===== src/rtl/regfile_wb_arbiter.sv =====
// Round-robin writeback scheduler sharing the register file write ports among FU requesters.
// Optional conflict counter enabled by defining REGFILE_WB_ARB_PERF_EN.
module regfile_wb_arbiter #(
  parameter int NR_REQ         = 4,
  parameter int NR_WRITE_PORTS = 2,
  parameter int DATA_WIDTH     = 32
) (
  input  logic                                       clk_i,
  input  logic                                       rst_i,
  input  logic [NR_REQ-1:0]                          req_valid_i,
  input  logic [NR_REQ-1:0][4:0]                     req_addr_i,
  input  logic [NR_REQ-1:0][DATA_WIDTH-1:0]          req_data_i,
  output logic [NR_REQ-1:0]                          req_ready_o,
  output logic [NR_WRITE_PORTS-1:0][4:0]             waddr_o,
  output logic [NR_WRITE_PORTS-1:0][DATA_WIDTH-1:0]  wdata_o,
  output logic [NR_WRITE_PORTS-1:0]                  we_o
`ifdef REGFILE_WB_ARB_PERF_EN
  ,
  output logic [31:0]                                conflict_cnt_o
`endif
);

  localparam int PTR_W = $clog2(NR_REQ);
  localparam int CNT_W = $clog2(NR_WRITE_PORTS + 1);

  logic [PTR_W-1:0]                       rr_ptr_q;
  logic [PTR_W-1:0]                       rr_ptr_d;
  logic [PTR_W-1:0]                       last_idx;
  logic [PTR_W-1:0]                       idx;
  logic [PTR_W:0]                         sum;
  logic [CNT_W-1:0]                       n_grants;
  logic [NR_REQ-1:0]                      grant;
  logic [NR_WRITE_PORTS-1:0]              port_used;
  logic [NR_WRITE_PORTS-1:0][4:0]         port_addr;
  logic [NR_WRITE_PORTS-1:0][PTR_W-1:0]   port_src;
  logic                                   collide;

  // Circular scan from rr_ptr_q; each grant claims the next free port and blocks its address.
  always_comb begin
    grant     = '0;
    port_used = '0;
    port_addr = '0;
    port_src  = '0;
    n_grants  = '0;
    last_idx  = rr_ptr_q;
    idx       = '0;
    sum       = '0;
    collide   = 1'b0;
    for (int i = 0; i < NR_REQ; i++) begin
      sum = {1'b0, rr_ptr_q} + (PTR_W+1)'(i);
      if (sum >= (PTR_W+1)'(NR_REQ)) begin
        sum = sum - (PTR_W+1)'(NR_REQ);
      end
      idx     = sum[PTR_W-1:0];
      collide = 1'b0;
      for (int p = 0; p < NR_WRITE_PORTS; p++) begin
        if (port_used[p] && (port_addr[p] == req_addr_i[idx])) begin
          collide = 1'b1;
        end
      end
      if (req_valid_i[idx] && (n_grants < CNT_W'(NR_WRITE_PORTS)) && !collide) begin
        grant[idx] = 1'b1;
        for (int p = 0; p < NR_WRITE_PORTS; p++) begin
          if (n_grants == CNT_W'(p)) begin
            port_used[p] = 1'b1;
            port_addr[p] = req_addr_i[idx];
            port_src[p]  = idx;
          end
        end
        n_grants = n_grants + CNT_W'(1);
        last_idx = idx;
      end
    end
  end

  always_comb begin
    rr_ptr_d = rr_ptr_q;
    if (|grant) begin
      rr_ptr_d = (last_idx == PTR_W'(NR_REQ - 1)) ? '0 : last_idx + PTR_W'(1);
    end
  end

  assign req_ready_o = rst_i ? '0 : grant;

  // x0 grants occupy a port but never raise we, so they retire silently.
  always_ff @(posedge clk_i) begin
    if (rst_i) begin
      we_o     <= '0;
      waddr_o  <= '0;
      wdata_o  <= '0;
      rr_ptr_q <= '0;
    end else begin
      rr_ptr_q <= rr_ptr_d;
      for (int p = 0; p < NR_WRITE_PORTS; p++) begin
        we_o[p] <= port_used[p] && (port_addr[p] != 5'd0);
        if (port_used[p]) begin
          waddr_o[p] <= port_addr[p];
          wdata_o[p] <= req_data_i[port_src[p]];
        end
      end
    end
  end

`ifdef REGFILE_WB_ARB_PERF_EN
  logic any_stall;

  assign any_stall = |(req_valid_i & ~grant);

  always_ff @(posedge clk_i) begin
    if (rst_i) begin
      conflict_cnt_o <= '0;
    end else if (any_stall && (conflict_cnt_o != 32'hFFFF_FFFF)) begin
      conflict_cnt_o <= conflict_cnt_o + 32'd1;
    end
  end
`endif

endmodule


===== config.mk =====
export PLATFORM = sky130hd
export DESIGN_NAME = regfile_wb_arbiter
export DESIGN_NICKNAME = d
export VERILOG_FILES = /design/src/rtl/regfile_wb_arbiter.sv
export SDC_FILE = /design/constraint.sdc
export NUM_CORES = 1
export LEC_CHECK = 0
export BUFFER_PORTS_ARGS = -buffer_cell sky130_fd_sc_hd__buf_2
export CAP_MARGIN = 20
export CELL_PAD_IN_SITES_DETAIL_PLACEMENT = 1
export CELL_PAD_IN_SITES_GLOBAL_PLACEMENT = 2
export CORE_MARGIN = 8
export CORE_UTILIZATION = 30
export DETAILED_ROUTE_END_ITERATION = 16
export PLACE_DENSITY_LB_ADDON = 0.25
export SYNTH_ARGS = -nofsm -noshare
export SYNTH_HDL_FRONTEND = slang
export SYNTH_SLANG_ARGS = --single-unit

===== constraint.sdc =====
create_clock -name clk_i -period 14.5 [get_ports clk_i]
set_clock_uncertainty 0.05 [all_clocks]
set_input_delay 0.725 -clock clk_i [delete_from_list [all_inputs] [get_ports clk_i]]
set_output_delay 0.725 -clock clk_i [all_outputs]
set_load 0.01 [all_outputs]

==> results of run 1 <==
-- layout make-up --
class	count	area (um^2)	area share [%]
multi-input combinational	741	5720	61.0
sequential	78	1570	16.7
timing repair buffer	249	1310	13.9
tap	330	413	4.41
clock buffer	11	253	2.70
clock inverter	5	80.1	0.854
inverter	8	30.0	0.320
antenna	3	7.51	0.0801
-- worst min-delay path: stages, from the launching register on --
cell and delay (ns):
dfxtp_1 0.31, nand2_1 0.05, a21oi_1 0.05
-- cell families (layout without fill, tap and decap cells) --
| family | Yosys count | in the layout |
|---|---|---|
| XOR/XNOR | 16 | 16 |
| flip-flops | 78 | 78 |
| adder cells (fa/ha/maj) | 7 | 7 |
| multiplexers | 128 | 128 |
| other | 0 | 3 |
| AO/OA/AOI/OAI | 317 | 317 |
| buffers and inverters | 103 | 273 |
| AND/OR/NAND/NOR | 273 | 273 |
-- per-layer routing --
layer | vias to the layer above | part of all wire, %
met5 | - | 0
li1 | 3947 | -
met4 | 0 | 1.6
met3 | 28 | 5.7
met2 | 224 | 46
met1 | 4140 | 46
-- synth_stat cells, types with 6 or more instances --
cell,n
buf_2,20
nand3b_1,33
mux2i_1,100
dfxtp_1,78
a21oi_1,53
ha_1,7
a32oi_1,32
a21boi_0,18
nand3_1,72
o31ai_1,35
nor2b_1,7
nand2_1,96
o211ai_1,34
mux4_2,24
clkbuf_1,52
inv_1,6
a21boi_1,50
buf_1,11
a211oi_1,10
o21ai_0,9
o221ai_1,34
and2_1,8
xnor2_1,12
buf_6,10
and3b_1,6
nor3_1,12
nor2_1,16
-- layout by cell type, fill, tap and decap left out, types with 3 or more instances in the layout --
master,netlist,layout
a21boi_0,18,18
and3_1,4,3
nand4b_1,3,3
nand3_2,0,3
a22oi_1,4,4
mux2i_1,100,100
and3b_1,6,6
buf_4,2,15
a21boi_1,50,50
nand3b_1,33,33
dfxtp_1,78,77
clkbuf_16,0,9
mux4_2,24,24
and2_1,8,8
nand2_1,96,94
mux2_2,4,4
diode_2,0,3
o211ai_1,34,34
a21o_1,4,4
xor2_1,3,3
nor2b_1,7,7
xnor2_1,12,11
o22ai_1,4,4
nor2_1,16,16
o21ai_0,9,9
nand3_1,72,69
a32oi_1,32,32
o221ai_1,34,34
inv_1,6,6
o31ai_1,35,35
nor3_1,12,12
ha_1,7,7
buf_2,20,233
a222oi_1,4,4
a211oi_1,10,10
a21oi_1,53,51
-- worst max-delay path by stage --
stage	endpoint	slack, ns	cells past startpoint
after floorplan	req_ready_o[0]	8.48	21
after global placement	wdata_o[60]	6.46	20
after detailed placement	wdata_o[60]	6.21	20
after CTS	wdata_o[60]	6.21	20
after global routing	wdata_o[49]	5.84	17
final	wdata_o[49]	6.36	17
-- sequential cells by signal (all words and copies together) (netlist names) --
name,cells
rr_ptr_q,2
waddr_o,10
wdata_o,64
we_o,2
-- power groups by stage --
stage	combinational, mW	clock (mW)	sequential, mW
after detailed placement	2.30	0	0.372
final	2.31	0.263	0.366
after global routing	2.51	0.278	0.379
after CTS	2.31	0.270	0.368
after floorplan	1.69	0	0.384
after global placement	2.28	0	0.368
-- through the flow --
step / area, um^2 / hold WS (ns) / util [%] / total power, mW
2_1_floorplan: 7700 / 0.431 / - / 2.07
3_3_place_gp: 9000 / 0.391 / 35.8 / 2.65
3_5_place_dp: 9000 / 0.397 / 35.8 / 2.68
4_1_cts: 9340 / 0.405 / 37.1 / 2.95
5_1_grt: 9370 / 0.428 / 37.2 / 3.16
6_report: 9370 / 0.403 / 37.2 / 2.94
==> metrics.cfg, run 1 <==
[run_status]
outcome = finished, final reports clean

[critical_path]
cp.required_ns = 14.70
reg2reg_depth = 17
cpMaxStageDelayCell = ha_1
endpoint_kind = flop
path_buf_inv = 3
critical_path.top_delay_family = compound AO/OA/AOI/OAI gates
critPathMaxFanout = 67
r2r_slack_ns = 6.36
cpPeakStageDelay_ns = 0.87
path_cells = inv_1 > ha_1 > mux4_2 > xnor2_1 > a41oi_1 > a211oi_1 > nor2_1 > ha_1 > nor2b_1 > o21a_1 > xnor2_2 > buf_4 > a21oi_4 > buf_4 > nor2_1 > nand2b_2 > o221ai_1
worstReg2RegEnd = wdata_o[49]
crit_arrival_ns = 8.33
startpoint_type = flop
crit_start = rr_ptr_q[1]
critPathKind = flop to flop
reg2reg_from = rr_ptr_q[1]

[min_path]
min_path_cells = 2
hold_path_end = waddr_o[3]
hold_start = waddr_o[3]
min_path_type = flop to flop

[global_routing]
use_met1_pct = 27.4
overflow = 0
grt_util_met3_pct = 4.02
grt_pass1_vias = 8665
antenna_found_initial = 3
grt_pass1_wl_um = 51400
grt_max_degree = 74
met2_usage_pct = 33.4
busiest_layer = met2
grtUsageTotal_pct = 20.6

[timing]
rsz0062_at_grt = no
max_freq_ghz = 0.123
finalMaxSlewViolations = 0
finalCriticalPeriod_ns = 8.14
max_slew_margin_pct = 36.0
setup_viol = 0
setup_ws_ns = 6.36
worst_pin_slew_ns = 0.959
hold_viol = 0
period_share_pct = 56.1
fin_tns_setup_ns = 0

[logic_synthesis]
avgSynthCellArea_um2 = 8.35
synth_edf_count = 0
synth-main-ff-cell = dfxtp_1
yosys_warnings = 0
synth_top_family_by_area = compound AO/OA/AOI/OAI gates
seq_area_frac_synth_pct = 20.3
synth_top_area_share_pct = 20.3
synth_area_leaders = dfxtp_1 20%, mux2i_1 13%, mux4_2 7.0%, a21boi_1 4.9%, nand3_1 4.7%
synth_adder_area_share_pct = 1.14
async_reset_ff_share_pct = 0
synth_fp_nets = 1083
yosysTopAreaCell = dfxtp_1
synth.distinct_cells = 70
yosys.area_share.simple_pct = 18.5
synth_area_um2 = 7700
synth_xor_area_share_pct = 1.92
postSynthCellCount = 922
synth_seq_cells = 78
synth_compound_area_share_pct = 31.1
synth_mux_area_share_pct = 20.6

[power]
leakage_nw = 4.03
p_clk_share_pct = 8.9
p_sw_mw = 1.60
pwr-share-seq_pct = 12.5
power_per_cell_area_nw_per_um2 = 314
swShare_pct = 54.5
ir_drop_mv = 0.169
cell_internal_pwr_mw = 1.34
p_comb_share_pct = 78.6

[routing]
drcViolationCount = 0
vias_per_cell = 5.85
drt_first_iter_violations = 448
routed_wl_um = 33200
drtPass1Iterations = 5
num_vias = 8339
drtAntennaViolNets = 0
routedWlPerCell_um = 23.3

[placement]
dp_hpwl_um = 23100
dp_cells = 1405
port_buffers = 233
post-place-ws_ns = 6.21
gp_routability_congestion = 0.831

[finish]
fin_cells = 1425
fill_cells = 3038
layout.nets = 1248
syn_to_final_growth_pct = 21.7
drive_above_1_share_pct = 29.2

[floorplan]
die_h_um = 176
num_io_pins = 234
die_x_um = 176
core_um2 = 25200
fp-row-count = 58
start_util_pct = 30.6
dieArea_um2 = 31100

[cts]
clock_latency_ns = 0.34
cts_root_buf = clkbuf_16
hold_buffers = 0
cts_setup_buffers = 0
cts_tree = done
ctsResizeCount = 0
cts.sinks = 78
htreeDepth = 3
cts_buffers = 9
clk_pin_slew_worst_paths_ns = 0.07
cts_max_path_buffers = 2

[job]
cap_violations = 0

(Power assumes the default switching activity.)
==> inputs of run 2 (changes only) <==
CORE_UTILIZATION = 27   (was 30)
clock period = 7.1 ns   (was 14.5 ns; I/O delays follow)
==> metrics.cfg, run 2 (synthesized netlist as in run 1, its figures left out) <==
[timing]
timing.hold.ws_ns = 0.276  ; -0.127 ns
rsz0062_at_grt = no
hold_viol = 0  ; unchanged
finalCriticalPeriod_ns = 6.42  ; -1.72 ns
finalMaxSlewViolations = 0  ; unchanged
fin_tns_setup_ns = 0  ; unchanged
max_slew_margin_pct = 45.6  ; +9.5 points
period_share_pct = 90.5  ; +34 points
setup_ws_ns = 0.678  ; -5.68 ns
setup_viol = 0  ; unchanged
max_freq_ghz = 0.156  ; +27%
worst_pin_slew_ns = 0.816  ; -0.143 ns

[global_routing]
grt_pass1_wl_um = 53600  ; +4.3%
grtUsageTotal_pct = 19.8  ; -0.81 points
antenna_found_initial = 1  ; -2
grt_pass1_vias = 8898  ; +2.7%
grt_max_degree = 86  ; +16%
overflow = 0  ; unchanged

[routing]
drtPass1Iterations = 5  ; unchanged
vias_per_cell = 5.70  ; -2.6%
drtAntennaViolNets = 0  ; unchanged
drt_first_iter_violations = 538  ; +20%
routed_wl_um = 34600  ; +4.2%
drcViolationCount = 0  ; unchanged
routedWlPerCell_um = 23.2  ; -0.52%
num_vias = 8512  ; +2.1%

[critical_path]
endpoint_kind = flop
cpMaxStageDelayCell = or4b_1
cpPeakStageDelay_ns = 0.76  ; -0.11 ns
crit_top_cell = ha_1
path_cells = inv_1 > ha_1 > mux4_2 > xnor2_1 > a41oi_1 > a211oi_1 > nor2_1 > ha_1 > or4b_1 > o211ai_2 > o32ai_1 > nor4_4 > nor3_4 > a221o_1 > a2bb2oi_4 > buf_12 > mux2i_1 > o221ai_1
critPathMaxFanout = 50  ; -25%
startpoint_type = flop
critPathKind = flop to flop
cp.required_ns = 7.25  ; -7.45 ns
critical_path.top_delay_family = compound AO/OA/AOI/OAI gates
path_buf_inv = 2  ; -1
crit_arrival_ns = 6.58  ; -1.75 ns

[cts]
cts.sinks = 78  ; unchanged
htreeDepth = 3  ; unchanged
clk_pin_slew_worst_paths_ns = 0.07  ; about the same
cts_setup_buffers = 0  ; unchanged
clock_latency_ns = 0.35  ; about the same
cts_root_buf = clkbuf_16
cts_max_path_buffers = 2  ; unchanged
cts_buffers = 9  ; unchanged
cts_tree = done

[power]
finalPower_mw = 6.08  ; +110%
leakage_nw = 4.10  ; +1.8%
ir_drop_mv = 0.345  ; +100%
power_per_cell_area_nw_per_um2 = 637  ; +100%

[finish]
layout.nets = 1266  ; +1.4%
fill_cells = 3445  ; +13%
mostFrequentLayoutCell = buf_2
mostFrequentLayoutCells = 233 x buf_2, 100 x mux2i_1, 95 x nand2_1
syn_to_final_growth_pct = 24.1
drive_above_1_share_pct = 30.1  ; +0.93 points
largest_reg_flops = 64  ; unchanged
reg_top3 = wdata_o: 64 flops, waddr_o: 10 flops
regMostFlops = wdata_o

[floorplan]
num_io_pins = 234  ; unchanged
die_x_um = 185  ; +4.9%
core_um2 = 28400  ; +13%
die_h_um = 185  ; +4.9%
dieArea_um2 = 34200  ; +10%
start_util_pct = 27.1  ; -3.5 points
fp-row-count = 62  ; +6.9%

[min_path]
min_path_type = input port to flop

[placement]
dp_hpwl_um = 24500  ; +6.3%
port_buffers = 233  ; unchanged
post-place-ws_ns = 0.409  ; -5.80 ns
gp_routability_congestion = 0.829  ; -0.24%

[job]
cap_violations = 0  ; unchanged

[run_status]
outcome = finished, final reports clean

==> run 2: power by group <==
part / total, mW / internal [mW] / switching (mW)
sequential: 0.712 / 0.631 / 0.0809
clock: 0.488 / 0.278 / 0.210
combinational: 4.88 / 1.86 / 3.03
total: 6.08 / 2.76 / 3.32
==> run 2: metrics by stage <==
step	util, %	area [um^2]	instances
floorplan	-	7700	922
global placement	32.5	9230	1477
detailed placement	32.5	9230	1477
CTS	33.5	9520	1491
global route	33.7	9560	1493
finish	33.7	9560	1493
==> run 2: worst paths after layout <==
kind	cells after the start	start	end	slack [ns]
setup / recovery	18	rr_ptr_q[1]	wdata_o[33]	0.68
hold / removal	3	req_data_i[100]	wdata_o[4]	0.28
setup reg to reg	18	rr_ptr_q[1]	wdata_o[33]	0.68
hold reg to reg	2	waddr_o[2]	waddr_o[2]	0.40
==> run 2: worst register-to-register path, cell delays in order, from the launching register on <==
cell and delay [ns]:
dfxtp_1 0.33, inv_1 0.14, ha_1 0.52, mux4_2 0.65, xnor2_1 0.19, a41oi_1 0.18
a211oi_1 0.40, nor2_1 0.22, ha_1 0.32, or4b_1 0.77, o211ai_2 0.25, o32ai_1 0.13
nor4_4 0.54, nor3_4 0.18, a221o_1 0.41, a2bb2oi_4 0.19, buf_12 0.35, mux2i_1 0.31
o221ai_1 0.16
==> run 2: area by class of cell <==
cell class                      instances  area (um^2)  share of cell area [%]
Timing Repair Buffer                  267         1470                    15.4
Sequential cell                        78         1570                    16.4
Clock buffer                           10          239                    2.50
Antenna cell                            1         2.50                  0.0262
Inverter                                8         30.0                   0.314
Tap cell                              384          480                    5.03
Clock inverter                          4         48.8                   0.511
Multi-Input combinational cell        741         5720                    59.9
==> run 2: what timing repair did <==
action                                  4_1_cts  5_1_grt
hold buffers                                  0        0
gates resized for setup                       0        2
endpoints found under the setup margin        0       32
==> run 2: layer usage <==
layer / track usage [%] / share of wire (%)
met5: 0 / 0
met2: 32.5 / 46
met4: 5.54 / 1.7
met3: 3.37 / 5.6
met1: 26.4 / 47
